$ cat src/rtl/crc_engine.sv
// Bit-serial MSB-first CRC engine: words arrive over valid/ready, one bit is
// folded per clock, and the checksum is offered over valid/ready after the last word.
module crc_engine #(
  parameter int              WIDTH = 8,
  parameter int              CRC_W = 16,
  parameter logic [CRC_W-1:0] POLY = 16'h1021,
  parameter logic [CRC_W-1:0] INIT = 16'hFFFF
) (
  input  logic             clk,
  input  logic             rst_n,
  input  logic             clear,
  input  logic             in_valid,
  output logic             in_ready,
  input  logic [WIDTH-1:0] in_data,
  input  logic             in_last,
  output logic             out_valid,
  input  logic             out_ready,
  output logic [CRC_W-1:0] out_crc,
  output logic             busy
);

  localparam int CNT_W = (WIDTH > 1) ? $clog2(WIDTH) : 1;

  typedef enum logic [1:0] {IDLE, SHIFT, HOLD} state_t;

  state_t           state;
  logic [CRC_W-1:0] crc;
  logic [WIDTH-1:0] sreg;
  logic [CNT_W-1:0] cnt;
  logic             last_q;

  function automatic logic [CRC_W-1:0] crc_step(input logic [CRC_W-1:0] c, input logic b);
    logic fb;
    fb = c[CRC_W-1] ^ b;
    return {c[CRC_W-2:0], 1'b0} ^ (fb ? POLY : '0);
  endfunction

  always_ff @(posedge clk or negedge rst_n) begin
    if (!rst_n) begin
      state  <= IDLE;
      crc    <= INIT;
      sreg   <= '0;
      cnt    <= '0;
      last_q <= 1'b0;
    end else if (clear) begin
      state <= IDLE;
      crc   <= INIT;
    end else begin
      case (state)
        IDLE: if (in_valid) begin
          sreg   <= in_data;
          last_q <= in_last;
          cnt    <= CNT_W'(WIDTH - 1);
          state  <= SHIFT;
        end
        SHIFT: begin
          crc  <= crc_step(crc, sreg[WIDTH-1]);
          sreg <= sreg << 1;
          cnt  <= cnt - 1'b1;
          // Non-last words return to IDLE with crc kept, so frames accumulate.
          if (cnt == '0) state <= last_q ? HOLD : IDLE;
        end
        HOLD: if (out_ready) begin
          crc   <= INIT;
          state <= IDLE;
        end
        default: state <= IDLE;
      endcase
    end
  end

  // Handshake outputs come from state only; clear masks them for its cycle.
  assign in_ready  = (state == IDLE) && !clear;
  assign out_valid = (state == HOLD) && !clear;
  assign busy      = (state != IDLE);
  assign out_crc   = crc;

endmodule

$ cat config.mk
export PLATFORM = sky130hd
export DESIGN_NAME = crc_engine
export DESIGN_NICKNAME = d
export VERILOG_FILES = /design/src/rtl/crc_engine.sv
export SDC_FILE = /design/constraint.sdc
export NUM_CORES = 1
export LEC_CHECK = 0
export CAP_MARGIN = 20
export CORE_AREA = 2 2 58 60
export DETAILED_ROUTE_END_ITERATION = 8
export DIE_AREA = 0 0 60 62
export PLACE_DENSITY = 0.85
export RECOVER_POWER = 50
export SLEW_MARGIN = 20
export SYNTH_ARGS = -nofsm -noshare
export SYNTH_HDL_FRONTEND = slang
export SYNTH_SLANG_ARGS = --single-unit
$ cat constraint.sdc
create_clock -name clk -period 2.07 [get_ports clk]
set_input_delay 0.207 -clock clk [delete_from_list [all_inputs] [get_ports clk]]
set_output_delay 0.207 -clock clk [all_outputs]
set_load 0.005 [all_outputs]
==> run metrics <==
H-tree lvl count 2; height of the die 62 µm; Max-Cap Viols 0; Initial Util 47.1%; CTS tree built; sequential share of the synthesized area approximately half; layout cell share with drive strength beyond 1 31.6%; Seq cells post-synth 30; Crit Reg-Reg Startpoint state[0]$_DFFE_PN0P_; post-route ant nets 0; warnings from Yosys 0; RSZ-0062 raised after global routing false; Yosys cell types 30; Syn Std Cell Area approximately 1500 µm²; number of flops mapped to enable cells by yosys 0; post-place setup slack approximately 0.38 ns; CP Max Fanout 12; largest net degree at the start of global routing 31; Final Cycle Share 92.1%; Sink Count 30; Synth async-reset ratio 100%; CP Cell Sequence nor2b_4 > nor2b_1 > clkdlybuf4s50_1; Max Buffers Root-to-Sink 2; # setup viols final 0; top-area cell type share of the netlist area 28.1%; row count 21; relative slew slack 53.4%; final-report hold violation count 0; Slew Limit Fails 0; global-route wire length before repair 4.78 mm; fin crit period 1.91 ns; Die Wd 60 µm; Setup Skew 0.0101 ns; reg2reg setup slack 0.25 ns; initial antenna violation count 0; Worst EP required 1.86 ns; Boundary Pins 33; area delta synth->final 26.8%; via count 1,074; number of global-route vias before repair 1,077; Final WS setup 0.164 ns; Max Clk Rate approximately 520 MHz; routed wire length per instance 14.2 µm; Crit path largest cell delay 0.53 ns; final WL 2.90 mm; Via density 5.26; Root Driver clkbuf_4; PwrDens around 750 nW/µm²; post-route insts no fill 204; Worst-Margin Slew about 0.70 ns; gpl congestion 0.801; core area 3180 µm²; Reg2Reg Capture Point sreg[1]$_DFFE_PN0P_; R2R cell count 4; Peak VDD IR ~0.42 mV; initial DRC count 50; Hold Path Class input pin to asynchronous set/reset pin; Synth area leader dfstp_2; cell count after synthesis 122; syn nets 138; die area 3720 µm²; Nets 173; Synth Flop Type dfstp_2; global route overflow 0; outcome finished clean; placed cell count roughly 200; CTS clk-pin slew, worst paths ~0.1 ns; critical path class flip-flop to primary output; clock latency on the worst-skew pair 0.34 ns; Synth area leaders dfstp_2 (28%), dfrtp_1 (23%), mux2_4 (10%); tightest hold margin ~0.32 ns; crit start category flip-flop; crit path max-delay cell type dfrtp_2; ANT cells 0; DRC Markers 0; Mapped Avg Cell Area 12.3 µm²; drt pass-1 iters 4; crit path capture type primary output; Worst EP arrival 1.70 ns; total CTS buffers 5; post-DP HPWL about 2.1 mm; setup_tns 0 ns; port bufs 32; Static Leak just under 0.8 nW; Total Routing Usage GR between 10% and 20%
[power breakdown]
group / switching (W) / internal (W) / total, W
clock: 0.000216 / 0.000250 / 0.000466
combinational: 0.000102 / 0.000154 / 0.000256
sequential: 0.0000464 / 0.000659 / 0.000706
total: 0.000365 / 0.00106 / 0.00143
[critical path, delay by kind of cell, from the launching register on]
kind                   cells  cell delay [ns]
and+or+nand+nor            2             0.33
DFF                        1             0.53
buffers and inverters      1             0.51
[cells by family (layout without fill, tap and decap cells)]
group,count (synthesis),count (layout),share of synthesized area [%]
DFF,30,30,51.5
and+or+nand+nor,34,34,13.0
adders and majority gates,2,2,1.67
AOI/OAI and AO/OA,23,23,11.6
muxes,17,17,15.1
buffers and inverters,15,51,6.52
xor gates and xnor gates,1,1,0.585
[repair_timing]
action / CTS / global route
hold buffers: 0 / 0
endpoints found under the setup margin: 0 / 1
resized for setup: 0 / 2
setup buffers: 0 / 0
[cell type report]
type,instances,area (µm²)
clock inverter,3,40.0
clock buffer,5,37.5
sequential,30,773
fill,271,1280
inverter,6,22.5
multi-input combinational,77,623
tap,46,57.6
timing repair buffer,37,344
[metal layers]
metal  wire length, µm  up-vias  track usage [%]
met4                27        0             6.67
met3               157        4             6.21
li1                  -      499                -
met2              1440       39             29.3
met5                 0        -                0
met1              1270      532             21.8
[through the flow]
step / total power (W) / area, µm² / utilization, %
6_report: 0.00143 / 1900 / 59.7
5_1_grt: 0.00151 / 1900 / 59.7
4_1_cts: 0.00145 / 1910 / 60.2
3_5_place_dp: 0.000979 / 1840 / 57.8
3_3_place_gp: 0.000961 / 1840 / 57.8
2_1_floorplan: 0.000883 / 1500 / -
[synthesized netlist by cell type, types with 2 or more instances]
cell       number
inv_1           6
buf_6           4
dfstp_2        16
mux2i_1         2
nor3b_1         2
a221oi_1        3
mux2_4         10
nor4_1          2
a2bb2oi_1       2
nor2_1         17
mux2_2          5
dfrtp_1        14
buf_2           3
buf_4           2
a22oi_1        12
nor3_2          2
nor2b_4         2
ha_1            2
nor3_1          2
nand2_1         3
a21oi_1         2
[layout by cell type (no fill, tap or decap), types with 3 or more instances in the layout]
master	count
dfstp_2	16
nand2_1	3
a22oi_1	12
dfrtp_1	12
a221oi_1	3
mux2_4	10
clkdlybuf4s50_1	30
mux2_2	5
inv_1	6
nor3b_1	3
clkbuf_4	5
nor2_1	17
clkbuf_1	3
[sequential cells by signal, indices dropped and copies added, names as in the netlist]
register	flops
cnt	3
last_q	1
out_crc	16
sreg	8
state	2
[worst max path at each step]
stage | start | endpoint | slack (ns) | cells past startpoint
2_1_floorplan | state[1]$_DFFE_PN0P_ | sreg[2]$_DFFE_PN0P_ | 0.73 | 4
3_3_place_gp | clear | in_ready | 0.43 | 3
3_5_place_dp | state[1]$_DFFE_PN0P_ | out_valid | 0.38 | 3
4_1_cts | state[1]$_DFFE_PN0P_ | out_valid | 0.004 | 3
5_1_grt | state[1]$_DFFE_PN0P_ | out_valid | 0.09 | 3
6_report | state[0]$_DFFE_PN0P_ | out_valid | 0.16 | 3
Power figures use the tool's default switching activity.
